===== config.mk =====
export PLATFORM = sky130hd
export DESIGN_NAME = teclado
export DESIGN_NICKNAME = d
export VERILOG_FILES = /design/src/rtl/teclado.sv
export SDC_FILE = /design/constraint.sdc
export NUM_CORES = 1
export LEC_CHECK = 0
export BUFFER_PORTS_ARGS = -buffer_cell sky130_fd_sc_hd__clkbuf_2
export CAP_MARGIN = 20
export CORE_ASPECT_RATIO = 0.8
export CORE_MARGIN = 1.5
export CORE_UTILIZATION = 44
export CTS_CLUSTER_DIAMETER = 100
export DETAILED_ROUTE_END_ITERATION = 6
export HOLD_SLACK_MARGIN = 0.05
export PLACE_DENSITY = 0.71
export SETUP_SLACK_MARGIN = 0.5
export SKIP_LAST_GASP = 1
export SYNTH_ARGS = -nofsm -noshare
export SYNTH_HDL_FRONTEND = slang
export SYNTH_SLANG_ARGS = --single-unit
export TNS_END_PERCENT = 5

===== constraint.sdc =====
create_clock -name clk -period 8.1 [get_ports clk]
set_input_delay 0.405 -clock clk [delete_from_list [all_inputs] [get_ports clk]]
set_output_delay 0.405 -clock clk [all_outputs]
set_load 0.05 [all_outputs]

===== src/rtl/teclado.sv =====
// teclado: 4x4 keypad scanner with debounce, 20-digit code buffer and confirm strobe
module teclado #(
  parameter int SCAN_CYCLES = 100,
  parameter int DEBOUNCE_CYCLES = 5000,
  parameter int TIMEOUT_CYCLES = 5000000
) (
  input  logic        clk,
  input  logic        rst,
  input  logic        teclado_en,
  input  logic [3:0]  col_matrix,
  output logic [3:0]  lin_matrix,
  output logic [79:0] digitos_value,
  output logic        digitos_valid
);
  localparam logic [2:0] IDLE = 3'd0, SCAN = 3'd1, DEB_PRESS = 3'd2, HELD = 3'd3, DEB_REL = 3'd4;
  localparam int SW = $clog2(SCAN_CYCLES + 1);
  localparam int DW = $clog2(DEBOUNCE_CYCLES + 1);
  localparam int TW = $clog2(TIMEOUT_CYCLES + 1);
  localparam logic [SW-1:0] SCAN_LAST = SW'(SCAN_CYCLES - 1);
  localparam logic [DW-1:0] DEB_LAST = DW'(DEBOUNCE_CYCLES - 1);
  localparam logic [TW-1:0] TMO_LAST = TW'(TIMEOUT_CYCLES - 1);
  // nibble {row,col}: digits as-is, A-D as A-D, '*' = E, '#' = F
  localparam logic [63:0] KEYMAP = 64'hDF0E_C987_B654_A321;
  localparam logic [3:0] KEY_STAR = 4'hE, KEY_HASH = 4'hF;
  logic [2:0]    state;
  logic [1:0]    row, col_idx;
  logic [3:0]    col_m, col_s, pat, code;
  logic [SW-1:0] scan_cnt;
  logic [DW-1:0] deb_cnt;
  logic [TW-1:0] tmo_cnt;
  logic [79:0]   buffer;
  logic [4:0]    count;
  logic          one_low, deb_last, accept;
  always_comb begin
    one_low = (col_s == 4'hE) || (col_s == 4'hD) || (col_s == 4'hB) || (col_s == 4'h7);
    col_idx = (col_s == 4'hE) ? 2'd0 : (col_s == 4'hD) ? 2'd1 : (col_s == 4'hB) ? 2'd2 : 2'd3;
    deb_last = deb_cnt == DEB_LAST;
    accept = teclado_en && state == DEB_PRESS && col_s == pat && deb_last;
  end
  assign lin_matrix = (state == IDLE) ? 4'hF : ~(4'b0001 << row);
  always_ff @(posedge clk) begin
    if (rst) begin
      col_m <= 4'hF;
      col_s <= 4'hF;
      state <= IDLE;
      row <= '0;
      scan_cnt <= '0;
      deb_cnt <= '0;
      tmo_cnt <= '0;
      pat <= 4'hF;
      code <= 4'h0;
      buffer <= '1;
      count <= '0;
      digitos_value <= '1;
      digitos_valid <= 1'b0;
    end else begin
      col_m <= col_matrix;
      col_s <= col_m;
      digitos_valid <= 1'b0;
      if (!teclado_en) begin
        state <= IDLE;
        row <= '0;
        scan_cnt <= '0;
        deb_cnt <= '0;
        tmo_cnt <= '0;
        buffer <= '1;
        count <= '0;
      end else begin
        case (state)
          IDLE: begin
            state <= SCAN;
            row <= '0;
            scan_cnt <= '0;
          end
          SCAN: begin
            if (one_low) begin
              state <= DEB_PRESS;
              pat <= col_s;
              code <= KEYMAP[{row, col_idx, 2'b00} +: 4];
              deb_cnt <= '0;
              scan_cnt <= '0;
            end else begin
              scan_cnt <= (scan_cnt == SCAN_LAST) ? '0 : scan_cnt + 1'b1;
              row <= (scan_cnt == SCAN_LAST) ? row + 2'd1 : row;
            end
          end
          DEB_PRESS: begin
            state <= (col_s != pat) ? SCAN : deb_last ? HELD : DEB_PRESS;
            deb_cnt <= (col_s != pat || deb_last) ? '0 : deb_cnt + 1'b1;
          end
          HELD: begin
            state <= (col_s == 4'hF) ? DEB_REL : HELD;
            deb_cnt <= '0;
          end
          DEB_REL: begin
            state <= (col_s != 4'hF) ? HELD : deb_last ? SCAN : DEB_REL;
            deb_cnt <= (col_s != 4'hF || deb_last) ? '0 : deb_cnt + 1'b1;
          end
          default: state <= IDLE;
        endcase
        // an accepted key always wins over a simultaneous timeout expiry
        if (accept) begin
          tmo_cnt <= '0;
          if (code <= 4'd9) begin
            buffer <= {buffer[75:0], code};
            count <= (count == 5'd20) ? 5'd20 : count + 5'd1;
          end else if (code == KEY_HASH) begin
            digitos_value <= buffer;
            digitos_valid <= 1'b1;
            buffer <= '1;
            count <= '0;
          end else if (code == KEY_STAR) begin
            buffer <= '1;
            count <= '0;
          end
        end else if (count != 5'd0) begin
          if (tmo_cnt == TMO_LAST) begin
            buffer <= '1;
            count <= '0;
            tmo_cnt <= '0;
          end else begin
            tmo_cnt <= tmo_cnt + 1'b1;
          end
        end else begin
          tmo_cnt <= '0;
        end
      end
    end
  end
endmodule


==> flow_summary.json <==
{
  "status": "finished, final reports clean",
  "grtUsageTotal_pct": 17.07,
  "mostFrequentLayoutCell": "dfxtp_1",
  "cp.arrival_ns": 4.09,
  "synth_area_leaders": "dfxtp_1, nor2_1, o22a_1, o21bai_1, clkbuf_1",
  "gr-max-usage-layer": "met2",
  "finalHoldViolCount": 0,
  "h-tree-depth": 1,
  "grt.overflow.total": 0,
  "yosysTopAreaCell": "dfxtp_1",
  "r2r_end": "buffer[69]$_SDFFE_PP1P_",
  "final_cells": 1309,
  "initial_utilization_pct": 45.04,
  "cts_tree": "yes",
  "leakagePower_nw": 3.926,
  "nets": 1051,
  "clock_path_buffers": 3,
  "rows": 46,
  "cp_slowest_cell": "nor4_4",
  "place.gp.congestion": 0.8100,
  "syn_nets": 995,
  "antenna_cells": 0,
  "path_max_fanout": 85,
  "min_period_ns": 3.641,
  "ys_types": 53,
  "grt_max_degree": 100,
  "core-area_sq_mm": 0.01991,
  "fillers": 1892,
  "drtPass1Iterations": 5,
  "worst_hold_path_type": "in -> reg",
  "final.period_utilization_pct": 44.95,
  "grt_pass1_vias": 6124,
  "crit_path_start_kind": "flop",
  "cp_cell_sequence": "or4b_1, or4_1, nor4_4, mux2i_4, buf_4, o22a_1",
  "relSlewSlack_pct": 35.53,
  "ys.flop_type": "dfxtp_1",
  "numPlacedInstances": 1269,
  "r2r_start": "deb_cnt[3]$_SDFFE_PP0P_",
  "max_cap_violations": 0,
  "cts_resized": 0,
  "dp_hpwl_um": 11490,
  "netlist.area_leader.share_pct": 51.33,
  "mostFrequentLayoutCells": "dfxtp_1, nor2_1, clkbuf_2",
  "antenna_found_initial": 0,
  "rrSetupSlack_ns": 4.46,
  "final_core_util_pct": 51.63,
  "setup_tns_ns": 0,
  "area_delta_synth_final_pct": 14.62,
  "multi_input_area_sq_mm": 0.004071,
  "path_class": "reg -> reg",
  "hold-path-endpoint": "col_m[0]$_SDFF_PP1_",
  "worst-path-buf-inv": 1,
  "p_total_mw": 2.193,
  "synth-edff-count": 0,
  "ios": 92,
  "final_layout_size_suffix_gt1_share_pct": 14.64,
  "via_per_inst": 5.235,
  "grt_pass1_wl_um": 30170,
  "required_ns": 8.55,
  "route.detailed.drc": 0,
  "wirelength_um": 18350,
  "synth_warnings": 0,
  "fin_skew_ns": 0.008933,
  "syn_avg_cell_area_sq_um": 9.209,
  "dieWidth_um": 162.6,
  "crit_path_max_incr_delay_ns": 0.71,
  "synth_seq_cells": 230,
  "port_buffers": 91,
  "synth_area_sq_mm": 0.008970,
  "min_path_cells": 2,
  "grtUsageMet3_pct": 2.841,
  "wl_per_cell_um": 14.02,
  "r2r_cells": 6,
  "final-setup-viol-count": 0,
  "cts.clk_slew.worst_paths_ns": 0.06,
  "async_flop_share_pct": 0,
  "postCtsSetupBuffers": 0,
  "end_kind": "flop",
  "clk_latency_ns": 0.51,
  "yosysSeqAreaShare_pct": 51.33,
  "peakVddDrop_v": 0.0001257,
  "powerDensity_mw_per_mm2": 213.3,
  "dieArea_sq_mm": 0.02126,
  "first_iter_violations": 451,
  "syn-instance-count": 974,
  "regArea_sq_mm": 0.004604,
  "fp.dieH_um": 130.7,
  "numCtsBuffers": 23,
  "cts-root-buf": "clkbuf_16",
  "finalInstanceArea_sq_mm": 0.01028,
  "detailed_place.area_sq_mm": 0.009570,
  "tightest_slew_ns": 0.9597,
  "grtUsageMet1_pct": 24.62,
  "vias": 6852,
  "rsz0062_at_grt": "no",
  "maxSlewViolCount": 0,
  "postRouteAntennaNets": 0,
  "use_met2_pct": 26.62,
  "hold_start": "col_matrix[0]",
  "ctsHoldBuffers": 0,
  "fmax_mhz": 274.7,
  "crit_family": "simple AND/OR/NAND/NOR gates",
  "clock_sinks": 230
}
-- worst max path at each step --
| stage | slack [ns] | end | startpoint | cells after the start |
|---|---|---|---|---|
| 6_report | 4.46 | buffer[69]$_SDFFE_PP1P_ | deb_cnt[3]$_SDFFE_PP0P_ | 6 |
| 5_1_grt | 4.24 | count[3]$_SDFFE_PP0P_ | deb_cnt[3]$_SDFFE_PP0P_ | 6 |
| 4_1_cts | 4.46 | count[3]$_SDFFE_PP0P_ | deb_cnt[3]$_SDFFE_PP0P_ | 6 |
| 3_5_place_dp | 4.46 | count[3]$_SDFFE_PP0P_ | deb_cnt[3]$_SDFFE_PP0P_ | 6 |
| 3_3_place_gp | 4.49 | count[3]$_SDFFE_PP0P_ | deb_cnt[3]$_SDFFE_PP0P_ | 6 |
| 2_1_floorplan | 5.12 | count[3]$_SDFFE_PP0P_ | deb_cnt[3]$_SDFFE_PP0P_ | 8 |
-- routing by layer --
metal / vias to the layer above / share of wire (%)
met5: - / 0
met4: 0 / 1.5
met3: 20 / 4.1
met2: 123 / 43
met1: 3182 / 51
li1: 3527 / -
-- final cells by class --
type                       instances  share of cell area, %
timing repair buffer              97                  4.868
clock inverter                     8                 0.4990
multi-input combinational        661                  39.60
clock buffer                      32                  6.414
inverter                          17                 0.6207
sequential                       230                  44.79
tap                              264                  3.213
-- state kept, by name, summed over array words and instances, names as in the netlist --
register,cells
row,2
code,4
pat,4
count,5
tmo_cnt,23
col_m,4
deb_cnt,13
scan_cnt,7
buffer,80
digitos_valid,1
state,3
col_s,4
digitos_value,80
-- through the flow --
| stage | setup WS (ns) | hold slack [ns] |
|---|---|---|
| 4_1_cts | 4.464 | 0.07114 |
| 3_3_place_gp | 4.495 | 0.3937 |
| 5_1_grt | 4.237 | 0.07404 |
| 2_1_floorplan | 5.119 | 0.3895 |
| 6_report | 4.459 | 0.08422 |
| 3_5_place_dp | 4.456 | 0.3983 |
-- cell families (layout without fill, tap and decap cells) --
logic type      after synthesis  count (layout)  synth area share (%)
compound gates              227             227                 19.49
xor+xnor                     32              32                 3.125
fa+ha+maj                    14              14                 1.953
buf+inv                      83             154                 3.557
flops                       230             230                 51.33
mux                           7               7                0.9346
simple gates                381             381                 19.61
-- Yosys cell counts, types with 2 or more instances --
| library cell | count |
|---|---|
| dfxtp_1 | 230 |
| nor2_1 | 214 |
| o21bai_1 | 82 |
| o22a_1 | 77 |
| clkbuf_1 | 59 |
| nand2_1 | 40 |
| nand3_1 | 31 |
| xnor2_1 | 21 |
| inv_1 | 17 |
| nand4_1 | 16 |
| ha_1 | 14 |
| a21oi_1 | 13 |
| nor3_1 | 12 |
| a211oi_1 | 11 |
| or2_2 | 11 |
| xor2_1 | 11 |
| nor2b_1 | 10 |
| o21ai_0 | 10 |
| a31oi_1 | 7 |
| and3_1 | 7 |
| or3_1 | 7 |
| or4_1 | 7 |
| buf_2 | 6 |
| mux2i_1 | 5 |
| a211o_1 | 4 |
| a2bb2oi_1 | 4 |
| and4_1 | 4 |
| nand2b_1 | 4 |
| o31ai_1 | 4 |
| and2_1 | 3 |
| nor4_1 | 3 |
| o22ai_1 | 3 |
| a22oi_1 | 2 |
| a32oi_1 | 2 |
| nand3b_1 | 2 |
| nor4b_1 | 2 |
| o2111ai_1 | 2 |
| or4b_1 | 2 |
-- where the power goes --
part | internal [mW] | switching [mW]
Combinational | 0.0221 | 0.0402
Clock | 0.568 | 0.422
Sequential | 1.14 | 0.00542
Total | 1.73 | 0.468
Power figures use the tool's default switching activity.
